**src/rtl/avr_cpu_progmem_arbiter.sv**
```systemverilog
// Program memory port arbiter: shares one synchronous-read memory port between
// instruction fetch, LPM byte reads and the external program loader.
module avr_cpu_progmem_arbiter #(
    parameter int ADDR_WIDTH = 9,
    parameter int DATA_WIDTH = 16
) (
    input  logic                  clk,
    input  logic                  rst,
    input  logic [ADDR_WIDTH-1:0] fetch_addr,
    output logic [15:0]           fetch_data,
    output logic                  fetch_stall,
    input  logic                  lpm_req,
    input  logic [ADDR_WIDTH:0]   lpm_addr,
    output logic                  lpm_ack,
    output logic [7:0]            lpm_data,
    input  logic                  prog_mode,
    input  logic                  prog_req,
    input  logic [ADDR_WIDTH-1:0] prog_addr,
    input  logic [15:0]           prog_wdata,
    output logic                  prog_ack,
    output logic [ADDR_WIDTH-1:0] mem_addr,
    output logic                  mem_we,
    output logic [DATA_WIDTH-1:0] mem_wdata,
    input  logic [DATA_WIDTH-1:0] mem_rdata
);

    typedef enum logic [1:0] {
        FETCH    = 2'd0,
        LPM_DATA = 2'd1,
        PROG     = 2'd2,
        RESUME   = 2'd3
    } state_t;

    state_t state_r;
    state_t state_next_s;
    logic   lpm_sel_q;
    logic   lpm_sel_next_s;

    assign fetch_data = mem_rdata;

    // State register and latched LPM byte select.
    always_ff @(posedge clk or posedge rst) begin
        if (rst) begin
            state_r   <= FETCH;
            lpm_sel_q <= 1'b0;
        end else begin
            state_r   <= state_next_s;
            lpm_sel_q <= lpm_sel_next_s;
        end
    end

    // Next-state and memory-port steering; reset forces the idle fetch view.
    always_comb begin
        state_next_s   = state_r;
        lpm_sel_next_s = lpm_sel_q;
        mem_addr       = fetch_addr;
        mem_we         = 1'b0;
        mem_wdata      = {DATA_WIDTH{1'b0}};
        fetch_stall    = 1'b0;
        lpm_ack        = 1'b0;
        lpm_data       = 8'h00;
        prog_ack       = 1'b0;
        if (rst) begin
            state_next_s = FETCH;
        end else begin
            case (state_r)
                FETCH: begin
                    if (prog_mode) begin
                        fetch_stall  = 1'b1;
                        state_next_s = PROG;
                    end else if (lpm_req) begin
                        mem_addr       = lpm_addr[ADDR_WIDTH:1];
                        fetch_stall    = 1'b1;
                        lpm_sel_next_s = lpm_addr[0];
                        state_next_s   = LPM_DATA;
                    end else begin
                        state_next_s = FETCH;
                    end
                end
                LPM_DATA: begin
                    // Memory returns the LPM word now; the port replays the fetch address.
                    lpm_ack      = 1'b1;
                    lpm_data     = lpm_sel_q ? mem_rdata[15:8] : mem_rdata[7:0];
                    fetch_stall  = 1'b1;
                    state_next_s = FETCH;
                end
                PROG: begin
                    fetch_stall = 1'b1;
                    if (!prog_mode) begin
                        state_next_s = RESUME;
                    end else if (prog_req) begin
                        mem_we    = 1'b1;
                        mem_addr  = prog_addr;
                        mem_wdata = prog_wdata;
                        prog_ack  = 1'b1;
                    end else begin
                        state_next_s = PROG;
                    end
                end
                RESUME: begin
                    fetch_stall  = 1'b1;
                    state_next_s = FETCH;
                end
                default: begin
                    fetch_stall  = 1'b1;
                    state_next_s = FETCH;
                end
            endcase
        end
    end

endmodule

```
**config.mk**
```make
export PLATFORM = sky130hd
export DESIGN_NAME = avr_cpu_progmem_arbiter
export DESIGN_NICKNAME = d
export VERILOG_FILES = /design/src/rtl/avr_cpu_progmem_arbiter.sv
export SDC_FILE = /design/constraint.sdc
export NUM_CORES = 1
export LEC_CHECK = 0
export CORE_MARGIN = 2
export CORE_UTILIZATION = 35
export CTS_CLUSTER_SIZE = 8
export DETAILED_ROUTE_END_ITERATION = 10
export DONT_BUFFER_PORTS = 1
export SLEW_MARGIN = 5
export SYNTH_ARGS = -nofsm -noshare
export SYNTH_HDL_FRONTEND = slang
export SYNTH_SLANG_ARGS = --single-unit
```
**constraint.sdc**
```tcl
create_clock -name clk -period 1.7 [get_ports clk]
set_input_delay 0.34 -clock clk [delete_from_list [all_inputs] [get_ports clk]]
set_output_delay 0.34 -clock clk [all_outputs]
set_load 0.1 [all_outputs]
```
==> results.json, run 1 <==
{
  "cts_setup_buffers": 0,
  "error_line": "[ERROR DPL-0033] detailed placement checks failed during check placement.",
  "synthCells": 104,
  "die_h_um": 49.8,
  "grt_max_degree": 21,
  "die_w_um": 49.8,
  "syn_avg_cell_area_um2": 7.06,
  "status": "did not finish",
  "place_worst_setup_slack_ps": -112,
  "fp-row-count": 16,
  "netlist_area_um2": 734,
  "hpwl_um": 2730,
  "synth_top_family_by_area": "simple AND/OR/NAND/NOR gates",
  "worst_endpoint": "mem_addr[1]",
  "cts_htree_levels": 1,
  "yosysWarningCount": 0,
  "io_pins": 118,
  "synth_area_leaders": "buf_4 (18%), and3_1 (14%), mux2i_1 (11%)",
  "synth-compound-area-share_pct": 18.7,
  "cts.path.max_buffers": 2,
  "cts_root_buffer": "clkbuf_4",
  "gp_congestion": 0.813,
  "synth.net_count": 169,
  "numPortBuffers": 0,
  "synth-adder-area-share_pct": 0,
  "cts_buffers": 3,
  "synth_largest_area_cell": "buf_4",
  "synth_cell_types": 23,
  "clkSinkCount": 3,
  "failed_stage": "global routing (5_1_grt)",
  "synthXorXnorAreaFrac_pct": 0,
  "ys_ff_latch": 3,
  "synth_top_area_share_pct": 18.4,
  "endpoint_type": "primary output",
  "yosys.area_share.simple_pct": 30.7,
  "synthMuxAreaShare_pct": 12.9,
  "ys_seq_area_share_pct": 10.2,
  "antenna_found_initial": 0,
  "start_util_pct": 37.4
}
through the flow:
step | utilization [%] | std cells | area, um2 | setup TNS (ps)
after global placement | 87.9 | 155 | 1720 | -301
after CTS | 94.3 | 162 | 1850 | -7830
after floorplan | - | 104 | 1080 | -9370
after detailed placement | 87.9 | 155 | 1720 | -1220
cells in the mapped netlist, drive strengths merged:
master,count
a21oi,2
a22oi,9
and2,1
and3,16
and4b,1
buf,19
clkbuf,5
dfrtp,3
inv,11
mux2,1
mux2i,8
nand2,1
nand3,1
nand3b,1
nor2,12
nor4,1
nor4b,1
o22ai,9
or2,1
or3b,1
repair_timing:
action / 4_1_cts
hold buffers: 1
cloned: 2
pin swaps: 4
gates resized for setup: 23
setup endpoints to repair: 37
endpoints found under the hold margin: 3
cells by family after synthesis:
family,Yosys count
flip-flops,3
AND/OR/NAND/NOR,37
AO/OA/AOI/OAI,20
multiplexers,9
buffers and inverters,35
==> run 2, diff against run 1 <==
--- a/config.mk
+++ b/config.mk
@@ -6,10 +6,10 @@
 export NUM_CORES = 1
 export LEC_CHECK = 0
 export CORE_MARGIN = 2
-export CORE_UTILIZATION = 35
-export CTS_CLUSTER_SIZE = 8
+export CORE_UTILIZATION = 20
 export DETAILED_ROUTE_END_ITERATION = 10
 export DONT_BUFFER_PORTS = 1
+export PLACE_DENSITY_LB_ADDON = 0.15
 export SLEW_MARGIN = 5
 export SYNTH_ARGS = -nofsm -noshare
 export SYNTH_HDL_FRONTEND = slang
==> run 2 against run 1 <==
The flow now finishes, with violations (setup timing). Synthesized area unchanged. Synthesized cell count did not move.
==> results.json, run 2 <==
{
  "drt-wirelength-per-cell_um": 15.3,
  "grt-ovfl-total": 0,
  "clock_latency_ps": 220,
  "crit_fanout": 9,
  "regMostFlops": "state_r",
  "diodes": 0,
  "fp-row-count": 22,
  "placed_cells": 174,
  "synth_ff_type": "dfrtp_1",
  "die_w_um": 64.6,
  "die-area_um2": 4170,
  "fill_cells": 318,
  "power.share.clock_pct": 21.7,
  "hpwl_um": 2320,
  "critPathSlowestCell": "dfrtp_2",
  "worstSetupPathType": "reg -> out",
  "crit_path_frequent_cell": "buf_12",
  "combinationalPowerShare_pct": 66.7,
  "io_pins": 118,
  "slew_headroom_pct": 81.1,
  "area_delta_synth_final_pct": 173,
  "setup_tns_ps": -8370,
  "ys_seq_area_share_pct": 10.2,
  "antenna_found_initial": 0,
  "power_frac_seq_pct": 11.6,
  "cts_htree_levels": 1,
  "start_util_pct": 20.4,
  "die_h_um": 64.6,
  "grt_pass1_vias": 933,
  "timing.fmax_mhz": 506,
  "wirelength_um": 2850,
  "synth_cell_types": 23,
  "intPower_uw": 512,
  "numPortBuffers": 0,
  "worst_pin_slew_ps": 275,
  "synth_edf_count": 0,
  "grt-busiest-layer": "met2",
  "mostFrequentLayoutCell": "buf_12",
  "met2_usage_pct": 27.9,
  "rsz0062_at_grt": "yes",
  "cts_buffers": 3,
  "crit_path_start_kind": "flip-flop",
  "endpoint_kind": "output pin",
  "grt_max_degree": 21,
  "drtIter0Drc": 5,
  "failed_checks": "setup timing",
  "synth_area_leaders": "buf_4 (18%), and3_1 (14%), mux2i_1 (11%)",
  "cts_tree": "built",
  "use_met1_pct": 13.4,
  "finalMaxSlewViolations": 0,
  "grt_use_met3_pct": 7.12,
  "hold_viol": 0,
  "clkSinkCount": 3,
  "cpPeakStageDelay_ps": 420,
  "post-route-min-period_ps": 1980,
  "gp_congestion": 0.685,
  "dr.pass1.iters": 4,
  "synth.net_count": 169,
  "ant_nets": 0,
  "grt_pass1_wl_um": 4640,
  "required_ps": 1360,
  "setup_ws_ps": -278,
  "cp_data_arrival_time_ps": 1640,
  "clock_skew_ps": 1.02,
  "fin_cells": 186,
  "async_flop_share_pct": 100,
  "route.detailed.drc": 0,
  "synth_top_area_share_pct": 18.4,
  "utilization_pct": 55.7,
  "netSwitchingFraction_pct": 47.0,
  "reg.largest.list": "state_r: 2 flops, lpm_sel_q: 1 flops",
  "clk_pin_slew_ps": 30,
  "status": "finished, violations left",
  "worstPathCellList": "nor4b_4, buf_12, a22oi_2, o22ai_4, buf_12",
  "synth_common_cells": "buf_4 (18), and3_1 (16), nor2_1 (12)",
  "num_vias": 926,
  "setup_violations": 36,
  "yosysWarningCount": 0,
  "drive_gt1_share_pct": 81.2,
  "vias_per_cell": 4.98,
  "ys_ff_latch": 3,
  "maxCapViolCount": 0,
  "nets": 204,
  "peakVddDrop_uv": 249,
  "cts_root_buffer": "clkbuf_8",
  "core-area_um2": 3610,
  "min_path_type": "in -> reg",
  "synth_largest_area_cell": "buf_4",
  "finalCritPeriodShare_pct": 116,
  "grtUsageTotal_pct": 14.3,
  "yosysMostFrequentCell": "buf_4",
  "final_cell_mix": "buf_12 (42), and3_4 (16), nor2_4 (9), inv_1 (9), o22ai_4 (9)",
  "p_switching_uw": 454,
  "leakage_nw": 0.776,
  "synthCells": 104,
  "p_per_area_nw_per_um2": 481,
  "cts.path.max_buffers": 2,
  "syn_avg_cell_area_um2": 7.06,
  "netlist_area_um2": 734,
  "seq_area_um2": 78.8,
  "largest_reg_flops": 2,
  "multi_input_area_um2": 795
}
[run 2: kinds of logic after synthesis]
group           share of synthesized area, %
compound gates                          18.7
buf+inv                                 27.4
flops                                   10.2
mux                                     12.9
simple gates                            30.7
[run 2: power by group through the flow]
stage | combinational [mW] | clock, mW | sequential [mW]
finish | 0.644 | 0.209 | 0.112
global route | 0.668 | 0.222 | 0.116
CTS | 0.644 | 0.216 | 0.113
detailed placement | 0.616 | 0 | 0.113
global placement | 0.609 | 0 | 0.111
floorplan | 0.643 | 0 | 0.0881
[run 2: cell type report]
class	count	share of cell area [%]
repair buffers	54	48.7
multi-input cells	66	39.6
flip-flops and latches	3	3.93
well taps	48	2.99
inverters	11	2.62
clock buffers	4	2.24
[run 2: worst paths after layout]
kind,start,end,slack (ps),cells after the start
worst max-delay path,state_r[0],mem_addr[7],-280,5
worst min-delay path,rst,state_r[0],190,1
worst max register to register,state_r[0],lpm_sel_q,230,5
worst min register to register,state_r[1],state_r[1],680,3
max in group asynchronous,rst,lpm_sel_q,1010,2
min in group asynchronous,rst,state_r[0],510,2
[run 2: per-layer routing]
metal	wire length, um	vias up
met1	855	437
met5	0	-
met3	335	4
met2	1640	64
li1	-	421
met4	17	0
[run 2: per-stage QoR]
step | worst slack, ps | area [um2] | hold WS, ps | total power, mW
floorplan | -497 | 1080 | 273 | 0.731
global placement | -36.3 | 1790 | 105 | 0.720
detailed placement | -92.1 | 1790 | 107 | 0.729
CTS | -300 | 2000 | 183 | 0.974
global route | -345 | 2010 | 186 | 1.01
finish | -278 | 2010 | 185 | 0.966
[run 2: critical path, delay by kind of cell, from the launching register on]
kind | cells | cell delay, ps
AO/OA/AOI/OAI | 2 | 270
AND/OR/NAND/NOR | 1 | 340
flip-flops | 1 | 420
buffers and inverters | 2 | 380
[run 2: timing repair]
item / CTS / global route
cloned: 3 / 0
endpoints found under the hold margin: 3 / 0
hold buffers: 1 / 0
endpoints found under the setup margin: 36 / 37
gates resized for setup: 21 / 7
pin swaps: 16 / 10
buffers inserted: 3 / 2
Power figures use the tool's default switching activity.
